### src/rtl/uart_apb_pkg.sv
// uart_apb_pkg: FSM states, UART register offsets and STATUS bit indices shared by the APB initiator
package uart_apb_pkg;
  typedef enum logic [1:0] {IDLE, SETUP, ACCESS, RESP} state_t;
  localparam logic [4:0] TXDATA = 5'h00, RXDATA = 5'h04, CTRL1 = 5'h08, CTRL2 = 5'h0C, STATUS = 5'h10, CTRL3 = 5'h14;
  localparam int TXRDY = 0, RXRDY = 1, PARITY_ERR = 2, OVERFLOW = 3, FRAMING_ERR = 4;
endpackage

### src/rtl/uart_apb_wdog.sv
// uart_apb_wdog: ACCESS-phase wait counter; expired marks the LIMIT-th ACCESS cycle
module uart_apb_wdog #(
  parameter int LIMIT = 255
) (
  input  logic clk,
  input  logic rst_n,
  input  logic load,
  input  logic en,
  output logic expired
);
  localparam int CW = $clog2(LIMIT + 1) > 8 ? $clog2(LIMIT + 1) : 8;
  logic [CW-1:0] cnt;
  always_ff @(posedge clk or negedge rst_n)
    if (!rst_n) cnt <= '0;
    else if (load) cnt <= '0;
    else if (en) cnt <= cnt + 1'b1;
  assign expired = en && cnt == CW'(LIMIT - 1);
endmodule

### src/rtl/uart_apb_initiator.sv
// uart_apb_initiator: APB3 master running one SETUP+ACCESS transfer per command.
// Define UART_APB_TIMEOUT_EN to abort ACCESS after TIMEOUT_CYCLES wait cycles.
module uart_apb_initiator
  import uart_apb_pkg::*;
#(
  parameter int ADDR_WIDTH     = 5,
  parameter int DATA_WIDTH     = 8,
  parameter int TIMEOUT_CYCLES = 255
) (
  input  logic                  pclk,
  input  logic                  presetn,
  input  logic                  cmd_valid,
  output logic                  cmd_ready,
  input  logic                  cmd_write,
  input  logic [ADDR_WIDTH-1:0] cmd_addr,
  input  logic [DATA_WIDTH-1:0] cmd_wdata,
  output logic                  rsp_valid,
  input  logic                  rsp_ready,
  output logic [DATA_WIDTH-1:0] rsp_rdata,
  output logic                  rsp_err,
  output logic [ADDR_WIDTH-1:0] paddr,
  output logic                  psel,
  output logic                  penable,
  output logic                  pwrite,
  output logic [DATA_WIDTH-1:0] pwdata,
  input  logic [DATA_WIDTH-1:0] prdata,
  input  logic                  pready,
  input  logic                  pslverr
);
  state_t state, next;
  logic accept, done, abort;
`ifdef UART_APB_TIMEOUT_EN
  uart_apb_wdog #(.LIMIT(TIMEOUT_CYCLES)) u_wdog (
    .clk(pclk), .rst_n(presetn), .load(state == SETUP), .en(state == ACCESS && !pready), .expired(abort)
  );
`else
  // without the watchdog ACCESS never aborts
  assign abort = TIMEOUT_CYCLES < 0;
`endif
  assign accept = cmd_valid && cmd_ready;
  assign done = state == ACCESS && (pready || abort);
  always_ff @(posedge pclk or negedge presetn)
    if (!presetn) state <= IDLE;
    else state <= next;
  always_comb begin
    next = state;
    next = state == IDLE   ? (accept ? SETUP : IDLE) :
           state == SETUP  ? ACCESS :
           state == ACCESS ? (done ? RESP : ACCESS) :
                             (rsp_ready ? IDLE : RESP);
  end
  // handshake/APB controls are registered from next state so they never glitch
  always_ff @(posedge pclk or negedge presetn)
    if (!presetn) begin
      cmd_ready <= 1'b0;
      psel      <= 1'b0;
      penable   <= 1'b0;
      rsp_valid <= 1'b0;
      pwrite    <= 1'b0;
      paddr     <= '0;
      pwdata    <= '0;
      rsp_rdata <= '0;
      rsp_err   <= 1'b0;
    end else begin
      cmd_ready <= next == IDLE;
      psel      <= next == SETUP || next == ACCESS;
      penable   <= next == ACCESS;
      rsp_valid <= next == RESP;
      if (accept) begin
        pwrite <= cmd_write;
        paddr  <= cmd_addr;
        pwdata <= cmd_wdata;
      end
      if (done) begin
        rsp_rdata <= pready && !pwrite ? prdata : '0;
        rsp_err   <= pready ? pslverr : 1'b1;
      end
    end
endmodule

### config.mk
export PLATFORM = sky130hd
export DESIGN_NAME = uart_apb_initiator
export DESIGN_NICKNAME = d
export VERILOG_FILES = /design/src/rtl/uart_apb_pkg.sv /design/src/rtl/uart_apb_wdog.sv /design/src/rtl/uart_apb_initiator.sv
export SDC_FILE = /design/constraint.sdc
export NUM_CORES = 1
export LEC_CHECK = 0
export BUFFER_PORTS_ARGS = -buffer_cell sky130_fd_sc_hd__buf_2
export CELL_PAD_IN_SITES_DETAIL_PLACEMENT = 1
export CELL_PAD_IN_SITES_GLOBAL_PLACEMENT = 1
export CORE_ASPECT_RATIO = 2
export CORE_MARGIN = 5
export CORE_UTILIZATION = 37
export DETAILED_ROUTE_END_ITERATION = 6
export PLACE_DENSITY_LB_ADDON = 0.12
export SLEW_MARGIN = 20
export SYNTH_ARGS = -nofsm -noshare
export SYNTH_HDL_FRONTEND = slang
export SYNTH_SLANG_ARGS = --single-unit
### constraint.sdc
create_clock -name pclk -period 3.1 [get_ports pclk]
set_clock_uncertainty 0.2 [all_clocks]
set_input_delay 0.155 -clock pclk [delete_from_list [all_inputs] [get_ports pclk]]
set_output_delay 0.155 -clock pclk [all_outputs]
set_load 0.05 [all_outputs]
* Word-level counts from Yosys, hierarchy flattened
Cells that the tools add are included.
** Operators by class
- Reduce and logical (&&, ||, !) cells :: 7
- Equal/unequal tests :: 5
- Mux-type cells :: 8
** Operator list (count)
- two-way mux 2 bit :: 4
- two-way mux 8 bit :: 1
- == test 2 bit, second input constant :: 3
- == test 2 x 1 -> 1 bit, second input constant :: 2
- logical NOT 2 bit :: 2
- logical AND 1 bit :: 3
- two-way mux 1 bit :: 3
- logical NOT 1 bit :: 1
- logical OR 1 bit :: 1
** Word-level totals
- Word-level logic and storage cells :: 30
- Output and inout port bits :: 27
- Bits in registers :: 29

* Longest topological paths before layout
Gate-level depths: netlist of the first run.
- Depth after elaboration :: 8
- Mapped depth :: 4

* Worst setup path after synthesis of the first run
No wires, ideal clock.
- Kind :: register to register
- Start point :: register cmd_ready
- End point :: register paddr[0]
- Data required time :: 2.775 ns
- Cell stages (with the launch flop) :: 4
- Path buffers :: 1
- Library setup time :: 0.125 ns
- Path slack :: 1.393 ns
- Arrival time :: 1.382 ns
- Cell sequence :: dfrtp_1 nand2_1 buf_2 mux2_2
** On the way
- Cells in the longest elaborated chain, start to end :: 1
** RTL lines
- from (decl) :: line uart_apb_initiator.sv:13 : output logic cmd_ready,
- from (signal assigned) :: line uart_apb_initiator.sv:55 : cmd_ready <= 1'b0;
- from (signal assigned) :: line uart_apb_initiator.sv:65 : cmd_ready <= next == IDLE;
- logical AND 1 bit :: line uart_apb_initiator.sv:40 : assign accept = cmd_valid && cmd_ready;
- to (signal assigned) :: line uart_apb_initiator.sv:71 : paddr <= cmd_addr;
- to (decl) :: line uart_apb_initiator.sv:21 : output logic [ADDR_WIDTH-1:0] paddr,
No other way between the ends.
A chain may end at the register's enable or synchronous reset.

* Worst setup path in the final report of the first run
- Start point :: register state[0]
- End point :: register rsp_err
** On the way
- Cells in the longest elaborated chain, start to end :: 2
** RTL lines
- from (decl) :: line uart_apb_initiator.sv:30 : state_t state, next;
- from (signal assigned) :: line uart_apb_initiator.sv:44 : else state <= next;
- == test 2 bit :: line uart_apb_initiator.sv:41 : assign done = state == ACCESS && (pready || abort);
- logical AND 1 bit :: line uart_apb_initiator.sv:41
- to (signal assigned) :: line uart_apb_initiator.sv:76 : rsp_err <= pready ? pslverr : 1'b1;
- to (decl) :: line uart_apb_initiator.sv:20 : output logic rsp_err,
No other way between the ends.

==> run metrics, run 1 <==
Fin Hold WS 0.01138 ns; CTS Buffer Depth 2; cell breakdown of the critical path and3b_1, mux2_2; DR WL met3 229 um; worst reg-to-reg setup slack 1.39 ns; Layout fillers 348; critical path depth 2; Crit Path Category reg2reg; starting DRC count in detailed routing 10; setup TNS 0 ns; die height 89.56 um; Reg-to-Reg Start state[0]$_DFF_PN0_; dpl ws 1.382 ns; Worst path max stage delay 0.52 ns; CP delay by family, top simple AND/OR/NAND/NOR gates; Bufs and invs on worst path 0; Synth Net Count 107; Finish-stage setup viols 0; die width 49.78 um; Tcrit/Tclk final 55.18%; clk_lat worst skew 0.28 ns; antenna violations before repair 0; max-slew violation count 0; DR vias 922; reg-to-reg critical path endpoint rsp_err$_DFFE_PN0P_; Syn Inst Count 79; Core ar. 3120 um^2; Area after DPL 1453 um^2; PwrDens 1210 nW/um^2; synthesized cell area 1171 um^2; starting density of the core 37.53%; crit start category flip-flop; buffer type at the clock tree root clkbuf_8; RePlAce Congestion 0.7188; status finished, final reports clean; cts-stage hold buffer count 18; Hold Startpoint rsp_ready; worst setup path end rsp_err$_DFFE_PN0P_; drc violations 0; Crit. End Element flip-flop; wire length on met2 1.643 mm; CTS clk-pin slew, worst paths 0.06 ns; Post-Layout Cell Count 187; placed cell count 161; vias in the first global route 992; sequential element share of the synthesized area 61.97%; Post-synth EDFFs 0; ant diodes 0; htree depth 2; largest net degree at the start of global routing 30; CTS tree done; Top Ports 55; Routed WL per cell 15.02 um; PortBufs 54; RSZ-0062 raised after global routing no; area leader, netlist dfrtp_1; drt via density 4.930; clk sink count 29; FMAX 584.6 MHz; setup ws final 1.389 ns; top sig layer met4; hold crit path type in2reg; CP Launch Point state[0]$_DFF_PN0_; ys async rst share 100.0%; Post-synth top cells 29 x dfrtp_1, 23 x mux2_2, 8 x nor2b_1; Row Count 29; Overall Global Routing Usage 13.96%; Slew headroom 57.20%; Final min period 1.711 ns; Mean Syn Cell Area 14.82 um^2; Area contributors post-synth dfrtp_1 62%, mux2_2 22%, nor2b_1 4.3%; WL final 2.809 mm; total grt overflow 0; max_cap viols 0; peak supply drop 0.6626 mV; Die Footprint 4458 um^2; Layout area overhead 46.26%; Worst EP arrival 1.66 ns; worst path required time 3.05 ns; 1st-pass router iterations 2; antenna viol nets, final 0; top cell type's share of synthesized area 61.97%; Num CTS Buffers 5; critical path peak fanout 10; CTS resizes 0; Post-CTS Setup Bufs 0; nets@finish 183; Synthesis Warnings 0; post-route cell area 1713 um^2; Main synth FF type dfrtp_1; leakage power 0.8648 nW; DRT met1 WL 872 um; #FFs+latches synth 29; r2r worst-path depth 2; layout cell share with drive strength beyond 1 53.21%; Netlist cell types 19; top-count cell post-synth dfrtp_1; Worst Tran Pin Value 0.6420 ns; dpl hpwl 2.028 mm; global-route wire length before repair 4.678 mm; CP max stage cell and3b_1; Hold Fails Final Rpt 0
==> flip-flops by register name, summed over array words and instances (netlist names) <==
signal,cells
cmd_ready,1
psel,1
pwdata,8
state,2
pwrite,1
rsp_err,1
rsp_rdata,8
penable,1
paddr,5
rsp_valid,1
==> worst register-to-register path: cells and delay by family (launching register included) <==
family / cells / cell delay (ns)
AND/OR/NAND/NOR: 1 / 0.52
flip-flops: 1 / 0.47
multiplexers: 1 / 0.39
==> through the flow <==
step | util (%) | power [mW]
6_report | 54.89 | 2.072
5_1_grt | 54.89 | 2.190
4_1_cts | 54.89 | 2.107
3_5_place_dp | 46.55 | 1.784
3_3_place_gp | 46.55 | 1.756
2_1_floorplan | - | 1.536
==> cell type report <==
cell class | instances | area [um^2] | share of cell area [%]
Sequential cell | 29 | 725.7 | 42.37
Clock buffer | 8 | 80.08 | 4.675
Multi-Input combinational cell | 46 | 414.1 | 24.18
Inverter | 1 | 3.754 | 0.2191
Tap cell | 31 | 38.79 | 2.264
Timing Repair Buffer | 72 | 450.4 | 26.30
==> cells by family after synthesis <==
family / share of synthesized area (%)
multiplexers: 22.97
AO/OA/AOI/OAI: 3.099
flip-flops: 61.97
AND/OR/NAND/NOR: 9.295
buffers and inverters: 2.670
==> report_power, final <==
| part | switching [mW] | internal, mW | total [mW] |
|---|---|---|---|
| logic | 0.780 | 0.330 | 1.11 |
| registers | 0.116 | 0.559 | 0.674 |
| clock network | 0.129 | 0.159 | 0.288 |
| total | 1.02 | 1.05 | 2.07 |
==> cell usage in the layout (no fill, tap or decap) <==
cell type      count
nand2_1            1
mux2i_1            1
nor2b_1            8
a311o_1            1
clkbuf_8           5
mux2_2            23
and3_1             1
a21o_1             1
or2b_1             1
a21oi_1            1
dlygate4sd3_1     18
and4bb_2           1
clkbuf_1           3
dfrtp_1           29
nand2b_1           2
nor2_1             2
a21boi_0           1
o22ai_1            1
and3b_1            1
buf_2             54
inv_1              1
==> worst min-delay path by stage <==
stage,end,cells past startpoint,slack (ns)
after floorplan,cmd_ready$_DFF_PN0_,0,-0.34
after global placement,rsp_rdata[7]$_DFFE_PN0P_,1,0.02
after global routing,state[0]$_DFF_PN0_,3,0.007
after detailed placement,rsp_rdata[7]$_DFFE_PN0P_,1,0.03
after CTS,state[0]$_DFF_PN0_,3,0.005
final,state[0]$_DFF_PN0_,3,0.01
==> per-layer routing <==
layer	vias up	GRT usage (%)
met5	-	0
met4	0	7.160
met3	6	5.509
met2	38	26.33
met1	454	12.27
li1	424	-
No activity file was read; power rests on OpenSTA's default activity.
==> run 2, diff against run 1 <==
- CORE_UTILIZATION: 37 -> 31
- clock period: 3.1 -> 1.4 ns (I/O delays scaled with it)
==> run 2 against run 1 <==
First-iteration DRC count down 60%. Critical path depth unchanged. Non-clock buffer count up 12. Clock power rose to 3.1 times the previous value. Combinational power up 150%. Largest power group unchanged. Highest routed layer unchanged.
==> run metrics, run 2 (same netlist as run 1, synthesis figures left out) <==
die width 53.46 um (+7.4%); critical path depth 2 (unchanged); Hold Fails Final Rpt 0 (unchanged); leakage power 1.006 nW (+16%); CP Launch Point state[0]$_DFF_PN0_; drt via density 4.486 (-9.0%); Crit Path Category reg2reg; worst path required time 1.37 ns (-1.68 ns); CTS tree done; footprint of the multi-input gates 505.5 um^2 (+22%); Overall Global Routing Usage 14.21% (+0.25 points); RePlAce Congestion 0.7449 (+3.6%); Slew headroom 76.59% (+19 points); PortBufs 54 (unchanged); FMAX 724.5 MHz (+24%); Post-Layout Cell Count 218 (+17%); placed cell count 182 (+13%); PwrDens 2612 nW/um^2 (+120%); dpl hpwl 2.095 mm (+3.3%); starting DRC count in detailed routing 4 (-6); reg-to-reg critical path endpoint rsp_rdata[7]$_DFFE_PN0P_; Die Footprint 5181 um^2 (+16%); Routed WL per cell 14.82 um (-1.4%); post-layout util 54.26% (-0.64 points); antenna violations before repair 0 (unchanged); Bufs and invs on worst path 0 (unchanged); Worst Tran Pin Value 0.3512 ns (-0.2907 ns); CTS Buffer Depth 2 (unchanged); status finished, final reports clean; largest registers in the final layout pwdata (8), rsp_rdata (8), paddr (5); worst setup path end rsp_rdata[7]$_DFFE_PN0P_; ant diodes 0 (unchanged); Layout area overhead 68.91%; RSZ-0062 raised after global routing yes; starting density of the core 32.12% (-5.4 points); crit start category flip-flop; Final min period 1.380 ns (-0.3302 ns); total grt overflow 0 (unchanged); Worst path max stage delay 0.39 ns (-0.13 ns); peak supply drop 1.472 mV (+120%); GR Util met3 4.154% (-1.4 points); Post-CTS Setup Bufs 0 (unchanged); WL final 3.230 mm (+15%); worst reg-to-reg setup slack 0.02 ns (-1.37 ns); CP max stage cell dfrtp_1; layout cell share with drive strength beyond 1 55.03% (+1.8 points); antenna viol nets, final 0 (unchanged); DR vias 978 (+6.1%); max-slew violation count 0 (unchanged); met1 usage 14.08% (+1.8 points); commonest non-fill, non-tap cell in the layout buf_2; Layout fillers 407 (+17%); htree depth 2 (unchanged); Num CTS Buffers 5 (unchanged); largest net degree at the start of global routing 17 (-43%); Finish-stage setup viols 0 (unchanged); die height 96.92 um (+8.2%); clk_lat worst skew 0.28 ns (about the same); Core ar. 3646 um^2 (+17%); buffer type at the clock tree root clkbuf_8; grt met2 use 24.79% (-1.5 points); Top Ports 55 (unchanged); clk sink count 29 (unchanged); Tcrit/Tclk final 98.60% (+43 points); 1st-pass router iterations 2 (unchanged); hold crit path type in2async; nets@finish 196 (+7.1%); max_cap viols 0 (unchanged); critical path peak fanout 5 (-5); cell breakdown of the critical path and3b_2, mux2_4; Fin Hold WS 0.03132 ns (+0.01994 ns); CTS clk-pin slew, worst paths 0.07 ns (about the same); Worst EP arrival 1.35 ns (-0.31 ns); global-route wire length before repair 5.340 mm (+14%); vias in the first global route 1,125 (+13%); dpl ws -0.1963 ns (-1.578 ns); register area 728.2 um^2 (+0.34%); setup TNS 0 ns (unchanged); r2r worst-path depth 2 (unchanged); CP delay by family, top flip-flops; commonest cells after routing, fill and taps aside 54 x buf_2, 27 x dlygate4sd3_1, 27 x dfrtp_1, 17 x mux2_4, 8 x nor2b_1; Reg-to-Reg Start state[0]$_DFF_PN0_; drc violations 0 (unchanged); Crit. End Element flip-flop; Row Count 31 (+6.9%); GR peak layer met2; setup ws final 0.01967 ns (-1.370 ns)
[run 2: cell types whose count changed in the layout (fill, tap and decap cells not counted), sizes merged]
cell,previous run,this run
dlygate4sd3,18,27
buf,54,57
clkbuf,8,7
and3b,1,2
bufinv,0,1
[run 2: what timing repair did]
item | in CTS | in global routing
gates cloned | 1 | 0
resized for setup | 8 | 5
endpoints found under the hold margin | 58 | 0
hold buffers | 27 | 0
setup endpoints to repair | 11 | 13
[run 2: layer usage]
layer | wire [um] | vias up
li1 | - | 451
met1 | 1117 | 481
met2 | 1836 | 40
met3 | 198 | 6
met4 | 78 | 0
met5 | 0 | -
[run 2: final cells by class]
class                      instances  share of cell area, %
inverter                           1                 0.1898
tap                               49                  3.099
clock inverter                     1                  1.518
clock buffer                       7                  4.364
sequential                        29                  36.81
multi-input combinational         47                  25.55
timing repair buffer              84                  28.46
[run 2: worst min-delay path by stage]
stage	endpoint	slack, ns	from	depth (start not counted)
4_1_cts	rsp_valid$_DFF_PN0_	0.04	presetn	2
3_5_place_dp	penable$_DFF_PN0_	-0.20	presetn	1
6_report	penable$_DFF_PN0_	0.03	presetn	2
2_1_floorplan	cmd_ready$_DFF_PN0_	-0.43	presetn	0
3_3_place_gp	penable$_DFF_PN0_	-0.21	presetn	1
5_1_grt	rsp_valid$_DFF_PN0_	0.07	presetn	2
[run 2: power breakdown]
part | switching [mW] | internal, mW | leakage, nW
Clock | 0.319 | 0.579 | 0.0585
Combinational | 1.82 | 0.941 | 0.597
Sequential | 0.258 | 1.24 | 0.350
[run 2: through the flow]
stage	instance area [um^2]	total power [mW]
global route	1978	5.430
floorplan	1220	3.517
global placement	1536	4.043
CTS	1954	5.169
finish	1978	5.167
detailed placement	1536	4.102
==> run 3, diff against run 2 <==
- MAX_ROUTING_LAYER: not set -> met4
==> run 3 against run 2 <==
Worst setup slack about the same. Non-clock buffer count unchanged. First-iteration DRC count unchanged. Total power about the same. Register-to-register slack about the same. Sequential share of layout area unchanged.
==> run metrics, run 3 (same netlist as run 1, synthesis figures left out) <==
r2r worst-path depth 2 (unchanged); register area 728.2 um^2 (unchanged); vias in the first global route 1,126 (+0.089%); commonest cells after routing, fill and taps aside 54 x buf_2, 27 x dlygate4sd3_1, 27 x dfrtp_1, 17 x mux2_4, 8 x nor2b_1; worst setup path end rsp_rdata[7]$_DFFE_PN0P_; starting DRC count in detailed routing 4 (unchanged); Final min period 1.380 ns (-0.000001100 ns); Layout area overhead 68.91% (unchanged); Layout fillers 407 (unchanged); global-route wire length before repair 5.333 mm (-0.13%); WL final 3.228 mm (about the same); grt met2 use 24.79% (unchanged); worst reg-to-reg setup slack 0.02 ns (about the same); total grt overflow 0 (unchanged); worst path required time 1.37 ns (about the same); Top Ports 55 (unchanged); met1 usage 14.27% (+0.20 points); RSZ-0062 raised after global routing yes; status finished, final reports clean; reg-to-reg critical path endpoint rsp_rdata[7]$_DFFE_PN0P_; Num CTS Buffers 5 (unchanged); layout cell share with drive strength beyond 1 55.03% (unchanged); drt via density 4.486 (unchanged); peak supply drop 1.476 mV (+0.25%); die height 96.92 um (unchanged); hold crit path type in2async; DR vias 978 (unchanged); Crit Path Category reg2reg; Hold Fails Final Rpt 0 (unchanged); RePlAce Congestion 0.7543 (+1.3%); Routed WL per cell 14.81 um (about the same); antenna viol nets, final 0 (unchanged); ant diodes 0 (unchanged); largest net degree at the start of global routing 17 (unchanged); footprint of the multi-input gates 505.5 um^2 (unchanged); FMAX 724.5 MHz (unchanged); Die Footprint 5181 um^2 (unchanged); clk sink count 29 (unchanged); leakage power 1.006 nW (unchanged); PwrDens 2612 nW/um^2 (about the same); critical path peak fanout 5 (unchanged); nets@finish 196 (unchanged); CP max stage cell dfrtp_1; drc violations 0 (unchanged); setup TNS 0 ns (unchanged); cell breakdown of the critical path and3b_2, mux2_4; Tcrit/Tclk final 98.60% (about the same); CTS Buffer Depth 2 (unchanged); Crit. End Element flip-flop; max_cap viols 0 (unchanged); max-slew violation count 0 (unchanged); Worst Tran Pin Value 0.3512 ns (-0.00002110 ns); CTS clk-pin slew, worst paths 0.07 ns (about the same); GR Util met3 3.846% (-0.31 points); dpl ws -0.1963 ns (unchanged); Worst path max stage delay 0.39 ns (about the same); CP Launch Point state[0]$_DFF_PN0_; Reg-to-Reg Start state[0]$_DFF_PN0_; commonest non-fill, non-tap cell in the layout buf_2; Core ar. 3646 um^2 (unchanged); Overall Global Routing Usage 14.58% (+0.37 points); CTS tree done; die width 53.46 um (unchanged); 1st-pass router iterations 2 (unchanged); Finish-stage setup viols 0 (unchanged); setup ws final 0.01967 ns (+0.000001100 ns); starting density of the core 32.12% (unchanged); Row Count 31 (unchanged); GR peak layer met2; antenna violations before repair 0 (unchanged); placed cell count 182 (unchanged); dpl hpwl 2.095 mm (unchanged); Post-Layout Cell Count 218 (unchanged); Slew headroom 76.59% (about the same); buffer type at the clock tree root clkbuf_8; htree depth 2 (unchanged); crit start category flip-flop; Worst EP arrival 1.35 ns (about the same); largest registers in the final layout pwdata (8), rsp_rdata (8), paddr (5); PortBufs 54 (unchanged); clk_lat worst skew 0.28 ns (about the same)
==> run 3: cell counts in the layout (fill, tap and decap cells not counted) <==
Identical to the previous run, type by type.
==> run 3: worst min path at each step <==
stage | slack [ns] | from | end
after floorplan | -0.43 | presetn | cmd_ready$_DFF_PN0_
after global placement | -0.21 | presetn | penable$_DFF_PN0_
after detailed placement | -0.20 | presetn | penable$_DFF_PN0_
after CTS | 0.04 | presetn | rsp_valid$_DFF_PN0_
after global routing | 0.07 | presetn | rsp_valid$_DFF_PN0_
final | 0.03 | presetn | penable$_DFF_PN0_
==> run 3: cell type report <==
class / instances / share of cell area [%]
clock buffers: 7 / 4.364
clock inverters: 1 / 1.518
inverters: 1 / 0.1898
multi-input cells: 47 / 25.55
flip-flops and latches: 29 / 36.81
well taps: 49 / 3.099
repair buffers: 84 / 28.46
==> run 3: worst max-delay path: cells and delay by family, from the launching register on <==
kind | cells | cell delay, ns
AND/OR/NAND/NOR | 1 | 0.36
multiplexers | 1 | 0.32
flip-flops | 1 | 0.39
==> run 3: per-layer routing <==
| metal | part of all wire, % | wire length (um) |
|---|---|---|
| met5 | 0 | 0 |
| met1 | 35 | 1131 |
| met2 | 57 | 1834 |
| met3 | 5.7 | 184 |
| met4 | 2.4 | 76 |
==> run 3: stage by stage <==
| step | hold WS, ns | cell area (um^2) | total power, mW | util [%] |
|---|---|---|---|---|
| global placement | -0.2055 | 1536 | 4.043 | 42.14 |
| floorplan | -0.4256 | 1220 | 3.517 | - |
| finish | 0.03122 | 1978 | 5.167 | 54.26 |
| CTS | 0.04222 | 1954 | 5.169 | 53.60 |
| global route | 0.07179 | 1978 | 5.429 | 54.26 |
| detailed placement | -0.1973 | 1536 | 4.102 | 42.14 |
==> run 3: repair_timing <==
| action | 4_1_cts | 5_1_grt |
|---|---|---|
| hold buffers | 27 | 0 |
| setup buffers | 0 | 0 |
| gates resized for setup | 8 | 5 |
| gates cloned | 1 | 0 |
| setup endpoints to repair | 11 | 13 |
| hold endpoints to repair | 58 | 0 |
==> run 3: where the power goes <==
| group | leakage (nW) | switching, mW | internal [mW] |
|---|---|---|---|
| Combinational | 0.597 | 1.83 | 0.941 |
| Sequential | 0.350 | 0.258 | 1.24 |
| Clock | 0.0585 | 0.319 | 0.579 |
| Total | 1.01 | 2.40 | 2.76 |
